$ cat config.mk
export PLATFORM = sky130hd
export DESIGN_NAME = fft4_butterfly_flat
export DESIGN_NICKNAME = d
export VERILOG_FILES = /design/src/rtl/fft4_butterfly_if.sv /design/src/rtl/fft4_butterfly.sv /design/src/flat_wrapper.sv
export SDC_FILE = /design/constraint.sdc
export NUM_CORES = 1
export LEC_CHECK = 0
export ABC_AREA = 1
export BUFFER_PORTS_ARGS = -buffer_cell sky130_fd_sc_hd__buf_4
export CORE_AREA = 2 2 261 289
export DETAILED_ROUTE_END_ITERATION = 10
export DIE_AREA = 0 0 263 291
export PLACE_DENSITY_LB_ADDON = 0.12
export SYNTH_ARGS = -nofsm -noshare
export SYNTH_HDL_FRONTEND = slang
export SYNTH_SLANG_ARGS = --single-unit
$ cat constraint.sdc
create_clock -name clk -period 3.5 [get_ports clk]
set_clock_uncertainty 0.1 [all_clocks]
set_input_delay 0.7 -clock clk [delete_from_list [all_inputs] [get_ports clk]]
set_output_delay 0.7 -clock clk [all_outputs]
set_load 0.02 [all_outputs]
$ cat src/rtl/fft4_butterfly_if.sv
// Streaming bus for the 4-point FFT butterfly: sample input side and bin output side.
interface fft4_butterfly_if;
   logic [31:0] din_i;
   logic        valid_i;
   logic        ready_o;
   logic [31:0] dout_o;
   logic        valid_o;
   logic        ready_i;
   logic        done_flag_o;

   modport slave (
      input  din_i, valid_i, ready_i,
      output ready_o, dout_o, valid_o, done_flag_o
   );

   modport master (
      output din_i, valid_i, ready_i,
      input  ready_o, dout_o, valid_o, done_flag_o
   );
endinterface

$ cat src/rtl/fft4_butterfly.sv
// Radix-2 4-point FFT on a bit-reversed input frame; results stream out in natural order.
// Define FFT4_STAGE_SCALE_EN to halve every stage result (1/4 gain); otherwise results wrap to 16 bits.
module fft4_butterfly (
   input  logic              clk,
   input  logic              rst_ni,
   fft4_butterfly_if.slave   bus
);

   typedef enum logic [1:0] {LOAD, STAGE1, STAGE2, OUT} state_t;

   state_t      state_q, state_d;
   logic [31:0] smp_q [4];
   logic [1:0]  slot_q;
   logic [1:0]  bin_q;
   logic [1:0]  nextBin;
   logic [31:0] dout_q;
   logic        done_q;
   logic        readyEn_q;
   logic        accept;
   logic        emit;
   logic [31:0] st1 [4];
   logic [31:0] st2 [4];

   // One component add/sub, evaluated in 17 bits before narrowing back to 16.
   function automatic logic [15:0] stageOp(input logic [15:0] x, input logic [15:0] y,
                                           input logic sub);
      logic [16:0] r;
      r = sub ? ({x[15], x} - {y[15], y}) : ({x[15], x} + {y[15], y});
`ifdef FFT4_STAGE_SCALE_EN
      return r[16:1];
`else
      return r[15:0];
`endif
   endfunction

   assign accept       = bus.valid_i && bus.ready_o;
   assign emit         = bus.valid_o && bus.ready_i;
   assign nextBin      = bin_q + 2'd1;
   assign bus.ready_o  = readyEn_q && (state_q == LOAD);
   assign bus.valid_o  = (state_q == OUT);
   assign bus.dout_o   = dout_q;
   assign bus.done_flag_o = done_q;

   // Slots hold x0, x2, x1, x3, so the first stage pairs neighbouring slots.
   assign st1[0] = {stageOp(smp_q[0][31:16], smp_q[1][31:16], 1'b0),
                    stageOp(smp_q[0][15:0],  smp_q[1][15:0],  1'b0)};
   assign st1[1] = {stageOp(smp_q[0][31:16], smp_q[1][31:16], 1'b1),
                    stageOp(smp_q[0][15:0],  smp_q[1][15:0],  1'b1)};
   assign st1[2] = {stageOp(smp_q[2][31:16], smp_q[3][31:16], 1'b0),
                    stageOp(smp_q[2][15:0],  smp_q[3][15:0],  1'b0)};
   assign st1[3] = {stageOp(smp_q[2][31:16], smp_q[3][31:16], 1'b1),
                    stageOp(smp_q[2][15:0],  smp_q[3][15:0],  1'b1)};

   // Twiddle -j swaps a3's components and negates the new imaginary part.
   assign st2[0] = {stageOp(smp_q[0][31:16], smp_q[2][31:16], 1'b0),
                    stageOp(smp_q[0][15:0],  smp_q[2][15:0],  1'b0)};
   assign st2[1] = {stageOp(smp_q[1][31:16], smp_q[3][15:0],  1'b0),
                    stageOp(smp_q[1][15:0],  smp_q[3][31:16], 1'b1)};
   assign st2[2] = {stageOp(smp_q[0][31:16], smp_q[2][31:16], 1'b1),
                    stageOp(smp_q[0][15:0],  smp_q[2][15:0],  1'b1)};
   assign st2[3] = {stageOp(smp_q[1][31:16], smp_q[3][15:0],  1'b1),
                    stageOp(smp_q[1][15:0],  smp_q[3][31:16], 1'b0)};

   always_ff @(posedge clk or negedge rst_ni) begin
      if (!rst_ni) begin
         state_q <= LOAD;
      end else begin
         state_q <= state_d;
      end
   end

   always_comb begin
      state_d = state_q;
      case (state_q)
         LOAD:    if (accept && (slot_q == 2'd3)) state_d = STAGE1;
         STAGE1:  state_d = STAGE2;
         STAGE2:  state_d = OUT;
         OUT:     if (emit && (bin_q == 2'd3)) state_d = LOAD;
         default: state_d = LOAD;
      endcase
   end

   // The sample registers are reused in place: samples, then stage-1 results, then bins.
   always_ff @(posedge clk or negedge rst_ni) begin
      if (!rst_ni) begin
         for (int i = 0; i < 4; i++) smp_q[i] <= '0;
         slot_q    <= '0;
         bin_q     <= '0;
         dout_q    <= '0;
         done_q    <= 1'b0;
         readyEn_q <= 1'b0;
      end else begin
         readyEn_q <= 1'b1;
         done_q    <= emit && (bin_q == 2'd3);
         case (state_q)
            LOAD: begin
               if (accept) begin
                  smp_q[slot_q] <= bus.din_i;
                  slot_q        <= slot_q + 2'd1;
               end
            end
            STAGE1: begin
               for (int i = 0; i < 4; i++) smp_q[i] <= st1[i];
            end
            STAGE2: begin
               for (int i = 0; i < 4; i++) smp_q[i] <= st2[i];
               dout_q <= st2[0];
               bin_q  <= '0;
            end
            OUT: begin
               if (emit) begin
                  bin_q <= nextBin;
                  if (bin_q != 2'd3) dout_q <= smp_q[nextBin];
               end
            end
            default: ;
         endcase
      end
   end

endmodule

$ cat src/flat_wrapper.sv
// flat-port wrapper written by rule: the top's interface ports become plain ports
module fft4_butterfly_flat 
  (clk, rst_ni, bus_din_i, bus_valid_i, bus_ready_i, bus_ready_o, bus_dout_o, bus_valid_o, bus_done_flag_o);
  fft4_butterfly_if bus_i ();
  input  logic clk;
  input  logic rst_ni;
  input wire logic [$bits(bus_i.din_i)-1:0] bus_din_i;
  input wire logic [$bits(bus_i.valid_i)-1:0] bus_valid_i;
  input wire logic [$bits(bus_i.ready_i)-1:0] bus_ready_i;
  output wire logic [$bits(bus_i.ready_o)-1:0] bus_ready_o;
  output wire logic [$bits(bus_i.dout_o)-1:0] bus_dout_o;
  output wire logic [$bits(bus_i.valid_o)-1:0] bus_valid_o;
  output wire logic [$bits(bus_i.done_flag_o)-1:0] bus_done_flag_o;
  assign bus_i.din_i = bus_din_i;
  assign bus_i.valid_i = bus_valid_i;
  assign bus_i.ready_i = bus_ready_i;
  assign bus_ready_o = bus_i.ready_o;
  assign bus_dout_o = bus_i.dout_o;
  assign bus_valid_o = bus_i.valid_o;
  assign bus_done_flag_o = bus_i.done_flag_o;
  fft4_butterfly u_core (.clk(clk), .rst_ni(rst_ni), .bus(bus_i));
endmodule
==> results.md <==
* **outcome** completed
* **Final #Nets** 4483
* **Synth Register Bits** 168
* **largest area contributor in the synthesized netlist** nand2_1
* **routability congestion estimate** 0.973
* **maximum net fanout on the critical path** 8
* **MaxCap Viol Count** 0
* **Setup violations, final** 0
* **summed negative setup slack over all endpoints** 0 ps
* **count of pins on the block boundary** 71
* **total cell area at the placement stage** 0.0254 mm^2
* **Avg Cell Area, Syn** 5.71 um^2
* **Finished Cell Area** 0.0260 mm^2
* **worst-case clock buffer depth** 2
* **register area** 0.00420 mm^2
* **DRC viols** 0
* **post-cts repair resize count** 0
* **Setup crit end kind** flip-flop
* **most numerous cell types in the synthesized netlist** 1292 x nand2_1, 648 x inv_1, 472 x nor2_1
* **leading cell types by total area after synthesis** nand2_1 20%, dfrtp_1 17%, ha_1 13%, inv_1 10%, nand3_1 8.4%
* **worst-skew pair later-pin latency** 520 ps
* **Worst Setup Path Type** reg -> reg
* **overflow left after global routing** 0
* **number of warnings issued by yosys** 0
* **CP Data Arrival Time** 3200 ps
* **count of final hold-check violations** 0
* **routed wl met2** 53.5 mm
* **x dimension of the die** 263 um
* **fin. max-slew vios** 0
* **setup repair after global routing missed its margin** false
* **count of filler cells inserted in the layout** 8468
* **number of post-CTS setup repair buffers** 0
* **area of combinational cells with multiple inputs** 0.0166 mm^2
* **global router's overall resource usage** 27.7%
* **fraction of registers with async set or reset after synthesis** 100%
* **Post-Synthesis Cells** 4214
* **sequential cell area fraction in the yosys report** 17.5%
* **final core utilization** 35.3%
* **top routing layer in use** met4
* **final antenna diode count** 0
* **area of the mapped netlist** 0.0240 mm^2
* **reg-to-reg setup timing slack** 640 ps
* **worst slew pin tran** 755 ps
* **Slew HR** 49.5%
* **DIE AREA** 0.0765 mm^2
* **Avg Vias per Cell** 5.12
* **average detailed-routed wire length per instance** 20.6 um
* **maximum number of pins on one net before global-route repair** 85
* **DRT antenna net count** 0
* **first-pass GRT wire length** 159 mm
* **Die Height** 291 um
* **Initial Utilization** 32.6%
* **Pre-Repair DR Iteration Count** 8
* **met3 WL post-DR** 4.07 mm
* **number of sinks on the clock net** 168
* **distinct cell type count after synthesis** 42
* **Critical Path Source Type** flip-flop
* **required time of the worst setup path** 3840 ps
* **row count** 105
* **Clock Tree Root** clkbuf_16
* **overall via count from detail_route** 26331
* **count of buffers from port buffering** 70
* **area share of the largest cell type after synthesis** 20.2%
* **library cell with the highest instance count after synthesis** nand2_1
* **min cycle time layout** 2860 ps
* **half-perimeter wire length after detailed placement** 83.8 mm
* **clock-pin slew on the worst setup and hold paths** 70 ps
* **area added between synthesis and finish** 8.27%
* **FMAX** 350 MHz
* **number of levels in the clock H-tree** 4
* **number of buffers added by the clock tree synthesis step** 17
* **area of the core region** 0.0738 mm^2
* **Post-synth top flop** dfrtp_1
* **class of the worst hold path** in -> async
* **ratio of final minimum period to clock period** 81.7%
* **fraction of final layout cells with drive strength greater than 1** 3.99%
* **detailed-route wire length** 106 mm
* **number of DRC markers after the initial detailed-route iteration** 1954
* **number of enable-type register cells in the synthesized netlist** 0
* **number of antenna violations at the first check in global routing** 1
* **nets in the synthesized netlist** 4524
* **post-cts hold buffer count** 0
* **number of global-route vias before repair** 26439
* **TritonCTS clock tree** yes
* **total routed wire length on the met1 layer** 42.4 mm
[kinds of logic after synthesis]
family | Yosys count | share of synthesized area [%]
AOI/OAI and AO/OA | 652 | 14.8
xor gates and xnor gates | 35 | 1.27
adders and majority gates | 274 | 14.8
buffers and inverters | 826 | 13.6
DFF | 168 | 17.5
other | 1 | 0.0156
and+or+nand+nor | 2258 | 38.2
[path summary, 6_finish.rpt]
path / to / depth (start not counted)
min in group clk: u_core.bus.dout_o[4]$_DFFE_PN0P_ / 2
max in group asynchronous: async pin / 2
min: async pin / 1
max reg2reg: flip-flop / 11
min reg2reg: u_core.bus.dout_o[4]$_DFFE_PN0P_ / 2
max: flip-flop / 11
[worst max-delay path, cell delays in order (launching register included)]
cell	delay (ps)
dfrtp_1	500
ha_1	270
fa_1	460
nor2_1	130
nor2_1	100
o21ai_0	600
nand2_1	170
nand3_1	110
nand3_1	80
nand2_1	90
nand2_1	50
a21oi_1	130
[cell type report]
type | count | share of cell area [%]
well taps | 963 | 4.63
multi-input cells | 3220 | 63.9
inverters | 659 | 9.50
clock buffers | 18 | 1.69
flip-flops and latches | 168 | 16.1
clock inverters | 12 | 0.673
repair buffers | 107 | 3.49
[layer usage]
layer,vias up,GRT usage (%)
met2,670,51.2
met4,0,15.6
li1,13260,-
met5,-,0
met3,197,2.72
met1,12204,31.1
[metrics by stage]
step	cells	setup WS [ps]	hold WS (ps)
2_1_floorplan	4214	1340	304
3_3_place_gp	5117	757	377
3_5_place_dp	5117	748	380
4_1_cts	5147	728	117
5_1_grt	5147	401	137
6_report	5147	639	85.4
[cell usage in the layout, fill, tap and decap left out, types with 2 or more instances in the layout]
| cell | instances |
|---|---|
| a21oi_4 | 2 |
| xor2_1 | 30 |
| nand2_1 | 1292 |
| or2_2 | 2 |
| a31oi_1 | 47 |
| dfrtp_1 | 168 |
| o22ai_1 | 21 |
| o211ai_1 | 9 |
| o21ai_1 | 11 |
| clkinv_2 | 3 |
| clkbuf_16 | 17 |
| o22a_1 | 2 |
| ha_4 | 3 |
| fa_1 | 16 |
| and2_1 | 17 |
| o21ai_4 | 2 |
| or2_1 | 2 |
| clkbuf_8 | 2 |
| inv_6 | 2 |
| o21ai_0 | 176 |
| xnor2_1 | 5 |
| buf_4 | 98 |
| a21oi_1 | 334 |
| buf_12 | 8 |
| bufinv_16 | 4 |
| and3_1 | 5 |
| inv_1 | 647 |
| a22oi_1 | 16 |
| clkinv_1 | 2 |
| nand2_2 | 3 |
| nand3_1 | 402 |
| clkinvlp_4 | 3 |
| nor2_1 | 472 |
| o21bai_1 | 22 |
| nor3_1 | 28 |
| o21ai_2 | 2 |
| inv_2 | 10 |
| a21oi_2 | 5 |
| ha_1 | 254 |
| nand4_1 | 34 |
Power is left out: the tool's default activity adds up to more than one toggle a clock period on the data nets, which glitch-free logic cannot reach.
